[src/rtl/pulse_timer.sv]
// pulse_timer: programmable periodic / one-shot pulse generator.
// A CNT_W-bit period counter runs from 0 to div_r-1; pulse_out is high for
// the first width_r counts of each period and done strobes once per period.
module pulse_timer #(
  parameter int CNT_W       = 19,
  parameter int PW_W        = 8,
  parameter int DEFAULT_DIV = 500000,
  parameter int DEFAULT_PW  = 1
) (
  input  logic             clk,
  input  logic             reset,
  input  logic             en,
  input  logic             mode,
  input  logic             load,
  input  logic [CNT_W-1:0] divisor,
  input  logic [PW_W-1:0]  width,
  input  logic             trig,
  output logic             pulse_out,
  output logic             done,
  output logic             busy,
  output logic [CNT_W-1:0] count
);

  typedef enum logic [1:0] {IDLE, RUN, SHOT} state_t;

  state_t           state, state_nxt;
  logic [CNT_W-1:0] count_nxt;
  logic [CNT_W-1:0] div_r, div_nxt;
  logic [PW_W-1:0]  width_r, width_nxt;
  logic             pulse_nxt, done_nxt;
  logic             active;
  logic             in_window;

  assign active = (state != IDLE);
  assign busy   = active;

  // Compare in a common width so any CNT_W/PW_W combination is exact.
  assign in_window = ({{PW_W{1'b0}}, count} < {{CNT_W{1'b0}}, width_r});

  // State and configuration registers; reset overrides everything.
  always_ff @(posedge clk) begin
    if (reset) begin
      state     <= IDLE;
      count     <= '0;
      div_r     <= CNT_W'(DEFAULT_DIV);
      width_r   <= PW_W'(DEFAULT_PW);
      pulse_out <= 1'b0;
      done      <= 1'b0;
    end else begin
      state     <= state_nxt;
      count     <= count_nxt;
      div_r     <= div_nxt;
      width_r   <= width_nxt;
      pulse_out <= pulse_nxt;
      done      <= done_nxt;
    end
  end

  // Next-state / next-output logic. Priority: en=0 > load > trig/advance.
  always_comb begin
    state_nxt = state;
    count_nxt = count;
    done_nxt  = 1'b0;
    pulse_nxt = active && in_window;
    // Config is captured on any load, independent of state and en.
    div_nxt   = load ? divisor : div_r;
    width_nxt = load ? width   : width_r;

    if (!en) begin
      // Abort: no done for the interrupted period, output drops at once.
      state_nxt = IDLE;
      count_nxt = '0;
      pulse_nxt = 1'b0;
    end else begin
      unique case (state)
        IDLE: begin
          count_nxt = '0;
          // Start decisions use the config being loaded this cycle, so a
          // load+trig pair launches a shot with the new values.
          if (div_nxt != '0) begin
            if (!mode)     state_nxt = RUN;
            else if (trig) state_nxt = SHOT;
          end
        end
        RUN, SHOT: begin
          if (div_nxt == '0) begin
            // A zero period cannot run; fall back to IDLE silently.
            state_nxt = IDLE;
            count_nxt = '0;
            pulse_nxt = 1'b0;
          end else if (load) begin
            // Restart the period under the new config, state unchanged.
            count_nxt = '0;
          end else if (count >= div_r - CNT_W'(1)) begin
            count_nxt = '0;
            done_nxt  = 1'b1;
            if (state == SHOT) state_nxt = IDLE;
          end else begin
            count_nxt = count + CNT_W'(1);
          end
        end
        default: begin
          state_nxt = IDLE;
          count_nxt = '0;
          pulse_nxt = 1'b0;
        end
      endcase
    end
  end

endmodule

[config.mk]
export PLATFORM = sky130hd
export DESIGN_NAME = pulse_timer
export DESIGN_NICKNAME = d
export VERILOG_FILES = /design/src/rtl/pulse_timer.sv
export SDC_FILE = /design/constraint.sdc
export NUM_CORES = 1
export LEC_CHECK = 0
export ABC_AREA = 1
export CAP_MARGIN = 20
export CELL_PAD_IN_SITES_DETAIL_PLACEMENT = 2
export CELL_PAD_IN_SITES_GLOBAL_PLACEMENT = 2
export CORE_MARGIN = 4
export CORE_UTILIZATION = 29
export CTS_CLUSTER_SIZE = 14
export DETAILED_ROUTE_END_ITERATION = 16
export GPL_TIMING_DRIVEN = 0
export PLACE_DENSITY = 0.85
export SYNTH_ARGS = -nofsm -noshare
export SYNTH_HDL_FRONTEND = slang
export SYNTH_SLANG_ARGS = --single-unit
[constraint.sdc]
create_clock -name clk -period 3.7 [get_ports clk]
set_input_delay 0.37 -clock clk [delete_from_list [all_inputs] [get_ports clk]]
set_output_delay 0.37 -clock clk [all_outputs]
set_load 0.05 [all_outputs]
==> metrics.md <==
| Metric | Value |
|---|---|
| Final Hold Viols | `0` |
| ANT nets after route | `0` |
| Overall die width | `113.1 um` |
| Syn. warnings | `0` |
| Peak supply drop | `roughly 0.16 mV` |
| HP Start | `width_r[4]$_SDFFE_PP0P_` |
| Worst Path Arrival | `3.50 ns` |
| Routed wire per std cell | `roughly 15 um` |
| Predominant post-synthesis flop cell | `dfxtp_1` |
| Total track usage | `16.56%` |
| Layout cell share with drive strength beyond 1 | `3.745%` |
| Root buf cell | `clkbuf_8` |
| Yosys cell types | `27` |
| Synth area leader | `dfxtp_1` |
| Initial core utilization | `29.52%` |
| Top-count cell post-synth | `nand2_1` |
| Xor/xnor share of the synthesized area | `8.210%` |
| Post-synth top area share | `31.27%` |
| Tightest Pin Transition | `between 0.5 and 0.6 ns` |
| Critical Path Max Stage Delay | `between 0.3 and 0.4 ns` |
| Routed wl met3 | `about 250 um` |
| Die Area | `12,780 um^2` |
| Tcrit/Tclk final | `87.77%` |
| Overflow after GRT | `0` |
| Worst min-delay path class | `reg -> reg` |
| I/O Buffers | `between 50 and 60` |
| Pre-antenna DRT Iters | `4` |
| Post-CTS Setup Inserts | `0` |
| Post_cts resized | `0` |
| Setup CP Type | `reg -> reg` |
| Sequential-to-total area share from yosys stat | `around 31%` |
| First-pass GRT wire length | `between 15,000 and 20,000 um` |
| Synth Net Count | `536` |
| Seq cells post-synth | `50` |
| Hold_buf cts | `0` |
| Worst-case clock buffer depth | `2` |
| Startpoint Class | `register` |
| ANT cells | `0` |
| Unrepaired setup endpoints after global routing | `no` |
| Largest cells by area after synthesis | `dfxtp_1, nand2_1, ha_1, nor2_1, inv_1` |
| Highest metal layer with signal wires | `met4` |
| Slew Limit Fails | `0` |
| Buf/Inv on CP | `2` |
| Via density | `about 4.7` |
| Fin crit period | `~3.2 ns` |
| First DRT Iteration DRCs | `86` |
| Mapped Cells | `472` |
| Largest family of logic cells by synthesized area | `simple AND/OR/NAND/NOR gates` |
| Synth Area in Compound Gates | `about 7.7%` |
| FP Rows | `38` |
| Adder-cell share of the synthesized area | `between 10% and 20%` |
| Synth Area in Simple Gates | `31.08%` |
| Max Cap Viol | `0` |
| Sink Count | `50` |
| Filler Cell Count | `1,332` |
| Worst-Skew Late Latency | `0.31 ns` |
| Post-synth top cells | `nand2_1, nor2_1, inv_1` |
| PwrDens | `287.6 nW/um^2` |
| Final setup TNS | `0 ns` |
| Critical path required time | `slightly below 4 ns` |
| Reg2reg start | `div_r[2]$_SDFF_PP0_` |
| Setup violators final | `0` |
| Post-synth ARST share | `0%` |
| CTS Buf Count | `5` |
| Final nets | `slightly below 600` |
| Total number of vias | `approximately 3,200` |
| Gpl congestion | `0.8091` |
| Initial antenna violation count | `0` |
| Drt total wl | `~10,000 um` |
| Slowest-stage cell, CP | `dfxtp_1` |
| Skew final | `around 0.0074 ns` |
| CP dominant cell by count | `nor2_1` |
| CTS H-tree depth | `2` |
| Met2 WL post-DR | `about 5200 um` |
| Vias in the first global route | `about 3,500` |
| Crit-path max FO | `10` |
| Post-Syn Area | `3201 um^2` |
| Largest delay share family, worst path | `simple AND/OR/NAND/NOR gates` |
| Setup crit start | `div_r[2]$_SDFF_PP0_` |
| Critical Path, Cell by Cell | `nor2_1 > nand2_1 > nor2_1 > nand3_1 > nor3b_1 > nand2_1 > nor2_1 > xnor2_1 > ha_1 > nand2_1 > nor2_1 > nand2_1 > nor2_1 > a21oi_1 > nand3_1 > inv_1 > nand4_4 > buf_4 > nor2_1` |
| LEAKAGE | `0.001787 uW` |
| Chip height | `approximately 110 um` |
| Pin count of the biggest net entering global routing | `15` |
| Area grow syn2layout | `25.21%` |
| Post-Layout Cell Count | `slightly below 700` |
| Post-synth EDFFs | `0` |
| CTS tree | `yes` |
| F_max | `just over 300 MHz` |
| Slew HR | `between 60% and 70%` |
| Io pins | `55` |
| Syn_area_per_cell | `approximately 6.8 um^2` |
| Status | `finished, final reports clean` |
| Placed insts | `666` |
| Clk pin slew, worst setup/hold paths | `about 0.10 ns` |
| CORE AREA | `approximately 11,000 um^2` |
| HPWL Detailed | `approximately 8500 um` |
| Post-route DRC | `0` |
| Crit. End Element | `register` |
| Mux cell area share after synthesis | `0%` |
| WL met1 | `roughly 4700 um` |
## flip-flops by register name (all words and copies together) (netlist names)
| name | flops |
|---|---|
| state | 2 |
| div_r | 19 |
| count | 19 |
| width_r | 8 |
| pulse_out | 1 |
| done | 1 |
## cells in the final DEF (no fill, tap or decap)
master	synthesis	layout
nand2_1	112	112
nor2_1	74	74
inv_1	71	71
clkdlybuf4s50_1	0	54
dfxtp_1	50	50
ha_1	31	31
a21oi_1	24	24
xor2_1	22	22
nand3_1	18	18
o21ai_0	18	18
xnor2_1	8	8
nand4_1	7	7
nor3_1	6	6
nor4_1	6	6
clkbuf_8	0	6
buf_2	4	4
o21ai_1	4	4
clkbuf_1	3	4
or2_2	3	3
nor3b_1	2	2
inv_2	1	1
nor3_4	1	1
and2_1	1	1
nor2_2	1	1
nor2_4	1	1
a21o_1	1	1
nand4_4	1	1
buf_4	1	1
o21bai_1	1	1
clkinv_2	0	1
## kinds of logic after synthesis
kind of cell,after synthesis
flops,50
buf+inv,80
fa+ha+maj,31
compound gates,48
xor+xnor,30
simple gates,233
## area by class of cell
cell class / count / area, um^2 / share of cell area, %
Tap cell: 140 / 175.2 / 4.371
Inverter: 72 / 270.3 / 6.744
Timing Repair Buffer: 54 / 540.5 / 13.49
Multi-Input combinational cell: 342 / 1891 / 47.17
Sequential cell: 50 / 1001 / 24.98
Buffer: 8 / 38.79 / 0.9678
Clock inverter: 1 / 5.005 / 0.1249
Clock buffer: 7 / 86.33 / 2.154
## where the power goes
| part | total [uW] | switching (uW) | internal [uW] |
|---|---|---|---|
| combinational | 225 | 133 | 92.9 |
| clock | 349 | 198 | 152 |
| sequential | 578 | 17.8 | 560 |
## tightest hold or removal path, delay by kind of cell, from the launching register on
family,cells,cell delay (ns)
buffers and inverters,1,0.06
AOI/OAI and AO/OA,1,0.06
DFF,1,0.31
## metal layers
| layer | up-vias | track usage, % |
|---|---|---|
| met2 | 54 | 30.29 |
| li1 | 1604 | - |
| met5 | - | 0 |
| met4 | 0 | 3.526 |
| met1 | 1501 | 20.79 |
| met3 | 11 | 2.032 |
## stage by stage
| stage | worst slack, ns | area [um^2] | hold slack (ns) | total power, uW | utilization, % |
|---|---|---|---|---|---|
| finish | 0.4525 | 4008 | 0.4711 | 1153 | 36.97 |
| global route | 0.08235 | 4008 | 0.5076 | 1221 | 36.97 |
| CTS | 0.4248 | 4008 | 0.4766 | 1168 | 36.97 |
| global placement | 0.6148 | 3916 | 0.4391 | 798.8 | 36.13 |
| detailed placement | 0.4442 | 3916 | 0.4612 | 817.2 | 36.13 |
| floorplan | 1.073 | 3201 | 0.4292 | 722.9 | - |
## worst paths after layout
path                        endpoint  slack, ns  cells past startpoint
max             count[10]$_SDFF_PP0_       0.45                     19
min reg2reg  width_r[4]$_SDFFE_PP0P_       0.47                      2
max reg2reg     count[10]$_SDFF_PP0_       0.45                     19
min          width_r[4]$_SDFFE_PP0P_       0.47                      2
Power figures use the tool's default switching activity.
